[src/rtl/axi4lite_host_bridge.sv]
// Single-request valid/ready port to AXI4-Lite host bridge, one transaction in flight.
// Define AXI_HOST_TIMEOUT_EN to abort stalled transactions after TIMEOUT_CYCLES with RSP_RESP=2'b11.
module axi4lite_host_bridge #(
    parameter int AXI_AWIDTH     = 32,
    parameter int AXI_DWIDTH     = 32,
    parameter int TIMEOUT_CYCLES = 1024
) (
    input  logic                    CLK,
    input  logic                    RST,

    input  logic                    REQ_VALID,
    output logic                    REQ_READY,
    input  logic                    REQ_WE,
    input  logic [AXI_AWIDTH-1:0]   REQ_ADDR,
    input  logic [AXI_DWIDTH-1:0]   REQ_WDATA,
    input  logic [AXI_DWIDTH/8-1:0] REQ_WSTRB,

    output logic                    RSP_VALID,
    input  logic                    RSP_READY,
    output logic [AXI_DWIDTH-1:0]   RSP_RDATA,
    output logic [1:0]              RSP_RESP,
    output logic                    BUSY,

    output logic [AXI_AWIDTH-1:0]   M_AXI_AWADDR,
    output logic                    M_AXI_AWVALID,
    input  logic                    M_AXI_AWREADY,
    output logic [AXI_DWIDTH-1:0]   M_AXI_WDATA,
    output logic [AXI_DWIDTH/8-1:0] M_AXI_WSTRB,
    output logic                    M_AXI_WVALID,
    input  logic                    M_AXI_WREADY,
    input  logic [1:0]              M_AXI_BRESP,
    input  logic                    M_AXI_BVALID,
    output logic                    M_AXI_BREADY,
    output logic [AXI_AWIDTH-1:0]   M_AXI_ARADDR,
    output logic                    M_AXI_ARVALID,
    input  logic                    M_AXI_ARREADY,
    input  logic [AXI_DWIDTH-1:0]   M_AXI_RDATA,
    input  logic [1:0]              M_AXI_RRESP,
    input  logic                    M_AXI_RVALID,
    output logic                    M_AXI_RREADY
);

    localparam int STRB_W = AXI_DWIDTH / 8;

    typedef enum logic [2:0] {
        IDLE,
        WR_AW_W,
        WR_B,
        RD_AR,
        RD_R,
        RSP
    } state_t;

    state_t                  state_q, state_d;
    logic [AXI_AWIDTH-1:0]   addr_q, addr_d;
    logic [AXI_DWIDTH-1:0]   wdata_q, wdata_d;
    logic [STRB_W-1:0]       wstrb_q, wstrb_d;
    logic                    awvalid_q, awvalid_d;
    logic                    wvalid_q, wvalid_d;
    logic                    bready_q, bready_d;
    logic                    arvalid_q, arvalid_d;
    logic                    rready_q, rready_d;
    logic                    rsp_valid_q, rsp_valid_d;
    logic [AXI_DWIDTH-1:0]   rsp_rdata_q, rsp_rdata_d;
    logic [1:0]              rsp_resp_q, rsp_resp_d;
    logic                    req_ready_q, req_ready_d;
    logic                    busy_q;
    logic                    accept;
    logic                    timeout;

    assign accept = (state_q == IDLE) && REQ_VALID && req_ready_q;

`ifdef AXI_HOST_TIMEOUT_EN
    localparam int TW = $clog2(TIMEOUT_CYCLES + 1);

    logic [TW-1:0] timer_q;
    logic          axi_phase;

    assign axi_phase = state_q inside {WR_AW_W, WR_B, RD_AR, RD_R};
    assign timeout   = axi_phase && (timer_q == TW'(TIMEOUT_CYCLES - 1));

    always_ff @(posedge CLK) begin
        if (RST) begin
            timer_q <= '0;
        end else if (accept) begin
            timer_q <= '0;
        end else if (axi_phase) begin
            timer_q <= timer_q + 1'b1;
        end
    end
`else
    // The timeout parameter has no effect in this build.
    logic timeout_param_unused;
    assign timeout_param_unused = (TIMEOUT_CYCLES > 0);
    assign timeout = 1'b0;
`endif

    always_ff @(posedge CLK) begin
        if (RST) begin
            state_q     <= IDLE;
            addr_q      <= '0;
            wdata_q     <= '0;
            wstrb_q     <= '0;
            awvalid_q   <= 1'b0;
            wvalid_q    <= 1'b0;
            bready_q    <= 1'b0;
            arvalid_q   <= 1'b0;
            rready_q    <= 1'b0;
            rsp_valid_q <= 1'b0;
            rsp_rdata_q <= '0;
            rsp_resp_q  <= 2'b00;
            req_ready_q <= 1'b0;
            busy_q      <= 1'b0;
        end else begin
            state_q     <= state_d;
            addr_q      <= addr_d;
            wdata_q     <= wdata_d;
            wstrb_q     <= wstrb_d;
            awvalid_q   <= awvalid_d;
            wvalid_q    <= wvalid_d;
            bready_q    <= bready_d;
            arvalid_q   <= arvalid_d;
            rready_q    <= rready_d;
            rsp_valid_q <= rsp_valid_d;
            rsp_rdata_q <= rsp_rdata_d;
            rsp_resp_q  <= rsp_resp_d;
            req_ready_q <= req_ready_d;
            busy_q      <= (state_d != IDLE);
        end
    end

    // Every output is computed one cycle ahead here and then registered.
    always_comb begin
        state_d     = state_q;
        addr_d      = addr_q;
        wdata_d     = wdata_q;
        wstrb_d     = wstrb_q;
        awvalid_d   = awvalid_q;
        wvalid_d    = wvalid_q;
        bready_d    = bready_q;
        arvalid_d   = arvalid_q;
        rready_d    = rready_q;
        rsp_valid_d = rsp_valid_q;
        rsp_rdata_d = rsp_rdata_q;
        rsp_resp_d  = rsp_resp_q;

        case (state_q)
            IDLE: begin
                if (accept) begin
                    addr_d  = REQ_ADDR;
                    wdata_d = REQ_WDATA;
                    wstrb_d = REQ_WSTRB;
                    if (REQ_WE) begin
                        state_d   = WR_AW_W;
                        awvalid_d = 1'b1;
                        wvalid_d  = 1'b1;
                    end else begin
                        state_d   = RD_AR;
                        arvalid_d = 1'b1;
                    end
                end
            end
            WR_AW_W: begin
                // AW and W retire independently; a dropped VALID marks its channel done.
                if (awvalid_q && M_AXI_AWREADY) awvalid_d = 1'b0;
                if (wvalid_q && M_AXI_WREADY)   wvalid_d  = 1'b0;
                if (!awvalid_d && !wvalid_d) begin
                    state_d  = WR_B;
                    bready_d = 1'b1;
                end
            end
            WR_B: begin
                if (M_AXI_BVALID && bready_q) begin
                    bready_d    = 1'b0;
                    rsp_resp_d  = M_AXI_BRESP;
                    rsp_rdata_d = '0;
                    rsp_valid_d = 1'b1;
                    state_d     = RSP;
                end
            end
            RD_AR: begin
                if (M_AXI_ARREADY) begin
                    arvalid_d = 1'b0;
                    rready_d  = 1'b1;
                    state_d   = RD_R;
                end
            end
            RD_R: begin
                if (M_AXI_RVALID && rready_q) begin
                    rready_d    = 1'b0;
                    rsp_resp_d  = M_AXI_RRESP;
                    rsp_rdata_d = M_AXI_RDATA;
                    rsp_valid_d = 1'b1;
                    state_d     = RSP;
                end
            end
            RSP: begin
                if (RSP_READY) begin
                    rsp_valid_d = 1'b0;
                    state_d     = IDLE;
                end
            end
            default: state_d = IDLE;
        endcase

        if (timeout) begin
            awvalid_d   = 1'b0;
            wvalid_d    = 1'b0;
            bready_d    = 1'b0;
            arvalid_d   = 1'b0;
            rready_d    = 1'b0;
            rsp_resp_d  = 2'b11;
            rsp_rdata_d = '0;
            rsp_valid_d = 1'b1;
            state_d     = RSP;
        end

        req_ready_d = (state_d == IDLE);
    end

    assign REQ_READY     = req_ready_q;
    assign RSP_VALID     = rsp_valid_q;
    assign RSP_RDATA     = rsp_rdata_q;
    assign RSP_RESP      = rsp_resp_q;
    assign BUSY          = busy_q;
    assign M_AXI_AWADDR  = addr_q;
    assign M_AXI_AWVALID = awvalid_q;
    assign M_AXI_WDATA   = wdata_q;
    assign M_AXI_WSTRB   = wstrb_q;
    assign M_AXI_WVALID  = wvalid_q;
    assign M_AXI_BREADY  = bready_q;
    assign M_AXI_ARADDR  = addr_q;
    assign M_AXI_ARVALID = arvalid_q;
    assign M_AXI_RREADY  = rready_q;

endmodule

[config.mk]
export PLATFORM = sky130hd
export DESIGN_NAME = axi4lite_host_bridge
export DESIGN_NICKNAME = d
export VERILOG_FILES = /design/src/rtl/axi4lite_host_bridge.sv
export SDC_FILE = /design/constraint.sdc
export NUM_CORES = 1
export LEC_CHECK = 0
export BUFFER_PORTS_ARGS = -buffer_cell sky130_fd_sc_hd__buf_2
export CORE_UTILIZATION = 47
export DETAILED_ROUTE_END_ITERATION = 10
export GPL_TIMING_DRIVEN = 1
export PLACE_DENSITY_LB_ADDON = 0.1
export SYNTH_ARGS = -nofsm -noshare
export SYNTH_HDL_FRONTEND = slang
export SYNTH_SLANG_ARGS = --single-unit
[constraint.sdc]
create_clock -name CLK -period 4.9 [get_ports CLK]
set_input_delay 1.47 -clock CLK [delete_from_list [all_inputs] [get_ports CLK]]
set_output_delay 1.47 -clock CLK [all_outputs]
set_load 0.02 [all_outputs]
Yosys cells after proc, flatten, opt, wreduce, memory -nomap -nowiden:

Index checks and enable logic that the tools add are counted.

* flip-flop bits (word level): 113
* input port bits: 114
* output and inout bits: 142

* equality and inequality tests: 13
* multiplexer cells: 36
* reduce and logical (&&, ||, !) cells: 25

Operator list (number)
* $mux 32: 2
* $pmux 32 s2: 1
* $mux 3: 6
* $pmux 3 s6: 1
* $mux 1: 16
* $ne 2x2->1 const B: 8
* $reduce_and 3->1: 4
* $pmux 1 s2: 5
* $reduce_bool 2->1: 5
* $reduce_and 4->1: 2
* $logic_and 1x1->1: 7
* $eq 3x2->1 const B: 2
* $eq 3x3->1 const B: 2
* $logic_not 3->1: 2
* $mux 2: 3
* $reduce_bool 3->1: 2
* $pmux 2 s2: 1
* $eq 3x1->1 const B: 1
* $pmux 1 s3: 1
* $logic_not 1->1: 2
* $reduce_and 2->1: 1

Depth between registers and ports, before layout:

Gate-level depths: netlist (run 1).

* depth in word-level cells: 8
* gate-level depth with buffers: 7
* depth with buffers taken out: 4

Worst setup path after synthesis (run 1):

Ideal clock, no wire load.

* kind: input -> register
* from: input port M_AXI_BVALID
* to: register rsp_rdata_q[12] (netlist: RSP_RDATA[12])
* setup time: 0.070 ns
* arrival time: 2.435 ns
* data required time: 4.830 ns
* setup slack: 2.394 ns
* stages on the path: 5
* path through: nand4bb_1 -> a2bb2oi_1 -> clkbuf_1 -> nand2_1 -> a21oi_1

* longest elaborated chain between the ends: 3

RTL lines
* start: declaration: line 32 `input logic M_AXI_BVALID,`
* $logic_and 1x1->1: line 173 `if (M_AXI_BVALID && bready_q) begin`
* $ne 2x2->1 (no source line)
* $reduce_and 3->1 (no source line)
* end signal: assignment: line 125 `rsp_rdata_q <= rsp_rdata_d;`
* end: declaration: line 64 `logic [AXI_DWIDTH-1:0] rsp_rdata_q, rsp_rdata_d;`

Every way passes these cells.
A chain may end at the register's enable or synchronous reset.

Worst setup path after layout (run 1):

* from: register bready_q (netlist: M_AXI_BREADY)
* to: output port M_AXI_BREADY

RTL lines
* start: declaration: line 60 `logic bready_q, bready_d;`
* start signal: assignment: line 121 `bready_q <= bready_d;`
* end: declaration: line 33 `output logic M_AXI_BREADY,`

No word-level cell between the ends.

==> results.json, run 1 <==
{
  "ys_seq_elements": 113,
  "layout-drive-gt1-share_pct": 38.8,
  "cp-end-kind": "output port",
  "leakagePower_uw": 0.00278,
  "drt_first_iter_violations": 168,
  "yosysSeqAreaShare_pct": 51.6,
  "ir_drop_v": 0.000273,
  "crit_path_start_kind": "flip-flop",
  "first_pass_iters": 5,
  "placed_cells": 846,
  "yosysTopAreaCell": "dfxtp_1",
  "cts-root-buf": "clkbuf_8",
  "nFillCells": 765,
  "setup-tns-final_ns": 0,
  "rsz0062_at_grt": "false",
  "post_cts_resized": 0,
  "cts_tree": "yes",
  "hold_violations": 0,
  "cp_cell_sequence": "buf_2",
  "wl_per_cell_um": 13.4,
  "clk_pin_slew_worst_paths_ns": 0.05,
  "max_cap_viol_count": 0,
  "max_freq_ghz": 0.391,
  "synth.most_common_cell": "nand2_1",
  "hold_path.class": "flip-flop to flip-flop",
  "stdcell_count": 878,
  "cp_slowest_cell": "dfxtp_1",
  "grt_max_degree": 114,
  "drc": 0,
  "vias": 4345,
  "path_buf_inv": 1,
  "port_buffers": 255,
  "totalWireLength_mm": 11.7,
  "crit_start": "M_AXI_BREADY",
  "gp_congestion": 0.813,
  "syn_inst": 550,
  "synth_cell_type_count": 34,
  "fp.dieW_um": 98.6,
  "powerDensity_mw_per_mm2": 420,
  "hold_start": "RSP_RDATA[2]",
  "antenna_found_initial": 1,
  "syn_area_per_cell_um2": 7.98,
  "area_growth_pct": 36.5,
  "synthTopCellsByArea": "dfxtp_1 (52%), nand2_1 (16%), a21oi_1 (12%)",
  "clkLatencyLatePin_ns": 0.51,
  "core_mm2": 0.00889,
  "critPathMaxFanout": 5,
  "finalClockSkew_ns": 0.00795,
  "dp_slack_ns": 1.93,
  "cts_buffers": 17,
  "synth_edf_count": 0,
  "post-cts-setup-buffers": 0,
  "slew_headroom_pct": 24.5,
  "path_class": "flip-flop to output port",
  "period_minus_slack_ns": 2.56,
  "dpl.hpwl_mm": 8.10,
  "reg2reg_from": "state_q[2]",
  "required_ns": 3.43,
  "final_nets": 871,
  "regArea_mm2": 0.00226,
  "clock_sinks": 113,
  "cp_top_family": "flip-flops",
  "yosysWarnings": 0,
  "dieArea_mm2": 0.00972,
  "grt_pass1_wl_mm": 18.2,
  "status": "complete, no violations",
  "die_h_um": 98.6,
  "fin_ws_ns": 2.34,
  "vias_per_cell": 4.95,
  "h-tree-depth": 4,
  "ant_nets": 0,
  "setup-violations-final": 0,
  "slowest_delay_ns": 0.38,
  "synthTopCellsByCount": "nand2_1 (183), dfxtp_1 (113), a21oi_1 (103), buf_4 (33), nand3_1 (33)",
  "syn-num-nets": 664,
  "netlist_area_mm2": 0.00439,
  "worst_ep_arrival_time_ns": 1.09,
  "hold_ws_ns": 0.448,
  "multi_input_area_mm2": 0.00169,
  "worstMarginPinSlew_ns": 1.13,
  "synthArstFlopShare_pct": 0,
  "num_rows": 34,
  "ys.flop_type": "dfxtp_1",
  "clock_path_buffers": 2,
  "grt_overflow": 0,
  "synth_top_area_share_pct": 51.6,
  "track_usage_pct": 23.7,
  "grt_pass1_vias": 3838,
  "diodes": 0,
  "slew_violations": 0,
  "start_util_pct": 49.3,
  "io_pins": 256,
  "post-route-period-util_pct": 52.2,
  "cts-hold-fix-buffers": 0
}
logic make-up (layout without fill, tap and decap cells):
group	after synthesis	after routing	synth area share (%)
flops	113	113	51.6
compound gates	118	118	14.7
buf+inv	79	299	10.4
mux	2	2	0.456
simple gates	238	238	22.8
where the power goes:
part           internal, µW  leakage, µW  switching (µW)  total (µW)
clock network           695     0.000258             423        1120
logic                   134      0.00161             246         381
registers               976     0.000916            40.4        1020
total                  1810      0.00278             710        2510
final cells by class:
| class | instances | area share (%) |
|---|---|---|
| clock buffer | 19 | 7.38 |
| clock inverter | 13 | 1.88 |
| inverter | 6 | 0.376 |
| multi-input combinational | 358 | 28.2 |
| sequential | 113 | 37.8 |
| tap | 108 | 2.26 |
| timing repair buffer | 261 | 22.1 |
layout by cell type (no fill, tap or decap), types with 2 or more instances in the layout:
cell	synthesis	final
nand2_1	183	183
clkbuf_16	0	16
clkbuf_8	0	3
buf_2	11	254
nor2_1	7	7
a211oi_1	2	2
buf_4	33	7
clkinvlp_4	0	6
nor2b_1	2	2
inv_1	6	6
nand3b_1	3	3
dfxtp_1	113	113
a221oi_1	2	2
a31oi_1	2	2
mux2i_1	2	2
clkinv_2	0	4
nand3_1	33	33
a21oi_1	103	103
through the flow:
step / utilization, % / cell area [µm²] / power [µW]
2_1_floorplan: - / 4390 / 1290
3_3_place_gp: 61.1 / 5430 / 1410
3_5_place_dp: 61.1 / 5430 / 1420
4_1_cts: 67.3 / 5990 / 2540
5_1_grt: 67.3 / 5990 / 2630
6_report: 67.3 / 5990 / 2510
registers in the layout (all words and copies together) (netlist names):
| signal | cells |
|---|---|
| M_AXI_ARVALID | 1 |
| state_q | 3 |
| M_AXI_AWVALID | 1 |
| M_AXI_WSTRB | 4 |
| RSP_VALID | 1 |
| M_AXI_WDATA | 32 |
| RSP_RDATA | 32 |
| BUSY | 1 |
| M_AXI_WVALID | 1 |
| RSP_RESP | 2 |
| REQ_READY | 1 |
| M_AXI_BREADY | 1 |
| M_AXI_RREADY | 1 |
| M_AXI_ARADDR | 32 |
path summary, 6_finish.rpt:
kind | endpoint | slack (ns) | cells past startpoint
worst max-delay path | M_AXI_BREADY | 2.34 | 1
worst min-delay path | RSP_RDATA[2] | 0.45 | 2
worst max register to register | RSP_RDATA[9] | 2.65 | 4
worst min register to register | RSP_RDATA[2] | 0.45 | 2
metal layers:
| layer | track usage (%) | wire length (µm) | share of wire (%) | up-vias |
|---|---|---|---|---|
| li1 | - | - | - | 2196 |
| met1 | 27.3 | 4720 | 40 | 1945 |
| met2 | 40.3 | 5900 | 50 | 187 |
| met3 | 7.94 | 966 | 8.2 | 15 |
| met4 | 10.2 | 147 | 1.3 | 2 |
| met5 | 0 | 10 | 0.085 | - |
Power figures use the tool's default switching activity.
==> run 2, diff against run 1 <==
Settings changed: CORE_ASPECT_RATIO set to 1.75, CORE_UTILIZATION 47 to 44.
Clock period 4.9 ns to 2.4 ns, I/O delays scaled along.
==> run 2 against run 1 <==
  * Total power is 120% higher
  * Sequential power grew 100%
  * Non-clock buffer count increased by 3
  * Routed wire length rose by 1.7%
  * Critical endpoint is now RSP_RESP[1]
==> results.json, run 2 (synthesized netlist as in run 1, its figures left out) <==
{
  "placed_cells": 863,
  "vias_per_cell": 4.91,
  "setup-tns-final_ns": 0,
  "clk_pin_slew_worst_paths_ns": 0.05,
  "grt_overflow": 0,
  "gp_congestion": 0.854,
  "slew_violations": 0,
  "num_rows": 47,
  "clock_sinks": 113,
  "grt_pass1_vias": 4101,
  "required_ns": 2.70,
  "core_mm2": 0.00959,
  "worst_ep_arrival_time_ns": 2.25,
  "p_sw_share_pct": 25.4,
  "grt_pass1_wl_mm": 18.7,
  "clockPowerShare_pct": 48.2,
  "pwr-share-seq_pct": 37.4,
  "totalWireLength_mm": 11.9,
  "post-route-period-util_pct": 81.1,
  "post_cts_resized": 0,
  "status": "complete, no violations",
  "post-cts-setup-buffers": 0,
  "final_area_mm2": 0.00614,
  "hold_path.class": "flip-flop to flip-flop",
  "io_pins": 256,
  "cts_buffers": 17,
  "dpl.hpwl_mm": 8.44,
  "diodes": 0,
  "pwr-share-comb_pct": 14.4,
  "drc": 0,
  "place_area_mm2": 0.00551,
  "stdcell_count": 895,
  "drt_first_iter_violations": 197,
  "layout-drive-gt1-share_pct": 38.8,
  "ant_nets": 0,
  "grt_max_degree": 70,
  "port_buffers": 255,
  "slew_headroom_pct": 62.6,
  "cp_slowest_cell": "or3b_1",
  "clkLatencyLatePin_ns": 0.40,
  "switching_power_uw": 1410,
  "period_minus_slack_ns": 1.95,
  "ir_drop_v": 0.000536,
  "wl_per_cell_um": 13.3,
  "powerDensity_mw_per_mm2": 903,
  "crit_path_start_kind": "flip-flop",
  "vias": 4394,
  "antenna_found_initial": 0,
  "hold_ws_ns": 0.447,
  "finalClockSkew_ns": 0.0104,
  "clock_path_buffers": 2,
  "cp-end-kind": "flip-flop",
  "leakagePower_uw": 0.00286,
  "setup-violations-final": 0,
  "critPathMaxFanout": 36,
  "cts-hold-fix-buffers": 0,
  "start_util_pct": 45.8,
  "final_cell_mix": "buf_2 (254), nand2_1 (183), dfxtp_1 (113)",
  "area_growth_pct": 40.1,
  "cp_cell_sequence": "or3b_1 -> o22ai_4 -> buf_4 -> nor2_1 -> a211oi_1",
  "first_pass_iters": 5,
  "cts_tree": "yes",
  "slowest_delay_ns": 0.54,
  "cts-root-buf": "clkbuf_16",
  "max_cap_viol_count": 0,
  "worstMarginPinSlew_ns": 0.560,
  "track_usage_pct": 22.8,
  "intPower_uw": 4140,
  "final_nets": 874,
  "layout_commonest_cell": "buf_2",
  "dieArea_mm2": 0.0104,
  "rsz0062_at_grt": "false",
  "h-tree-depth": 4,
  "hold_violations": 0,
  "max_freq_ghz": 0.514,
  "die_h_um": 134,
  "path_class": "flip-flop to flip-flop",
  "fp.dieW_um": 77.5
}
run 2: cell types whose count changed in the layout (fill, tap and decap cells not counted):
| cell | previous run | this run |
|---|---|---|
| clkinvlp_4 | 6 | 1 |
| bufinv_16 | 1 | 5 |
| buf_12 | 0 | 3 |
| clkbuf_1 | 0 | 2 |
| clkbuf_8 | 3 | 1 |
| clkinv_2 | 4 | 6 |
| clkbuf_16 | 16 | 17 |
| clkinv_4 | 1 | 0 |
| inv_6 | 1 | 0 |
run 2: power groups by stage:
stage	Combinational [µW]	Clock (µW)	Sequential (µW)
after floorplan	413	0	2230
after global placement	797	0	2110
after detailed placement	806	0	2110
after CTS	809	2740	2070
after global routing	869	2800	2090
final	799	2680	2070
run 2: final cells by class:
| class | instances | area [µm²] |
|---|---|---|
| tap | 122 | 153 |
| multi-input combinational | 358 | 1690 |
| sequential | 113 | 2260 |
| clock buffer | 20 | 447 |
| timing repair buffer | 264 | 1380 |
| fill | 861 | 3440 |
| clock inverter | 12 | 188 |
| inverter | 6 | 22.5 |
run 2: per-layer routing:
| metal | share of wire [%] | global-route usage, % |
|---|---|---|
| met3 | 6.0 | 7.55 |
| met2 | 54 | 39.8 |
| met5 | 0 | 0 |
| met4 | 1.1 | 9.64 |
| met1 | 39 | 24.8 |
run 2: through the flow:
stage | setup slack, ns | util [%] | total power (µW)
2_1_floorplan | 0.644 | - | 2640
3_3_place_gp | 0.459 | 57.5 | 2900
6_report | 0.453 | 64.1 | 5550
3_5_place_dp | 0.378 | 57.5 | 2920
4_1_cts | 0.475 | 64.1 | 5620
5_1_grt | 0.316 | 64.1 | 5760
run 2: worst paths after layout:
path / from / to / slack [ns] / cells after the start
max: state_q[0] / RSP_RESP[1] / 0.45 / 5
min: RSP_RDATA[14] / RSP_RDATA[14] / 0.45 / 2
max reg2reg: state_q[0] / RSP_RESP[1] / 0.45 / 5
min reg2reg: RSP_RDATA[14] / RSP_RDATA[14] / 0.45 / 2
run 2: critical path, delay by kind of cell (launching register included):
| kind | cells | cell delay [ns] |
|---|---|---|
| buffers and inverters | 1 | 0.36 |
| AOI/OAI and AO/OA | 2 | 0.39 |
| and+or+nand+nor | 2 | 0.62 |
| DFF | 1 | 0.47 |
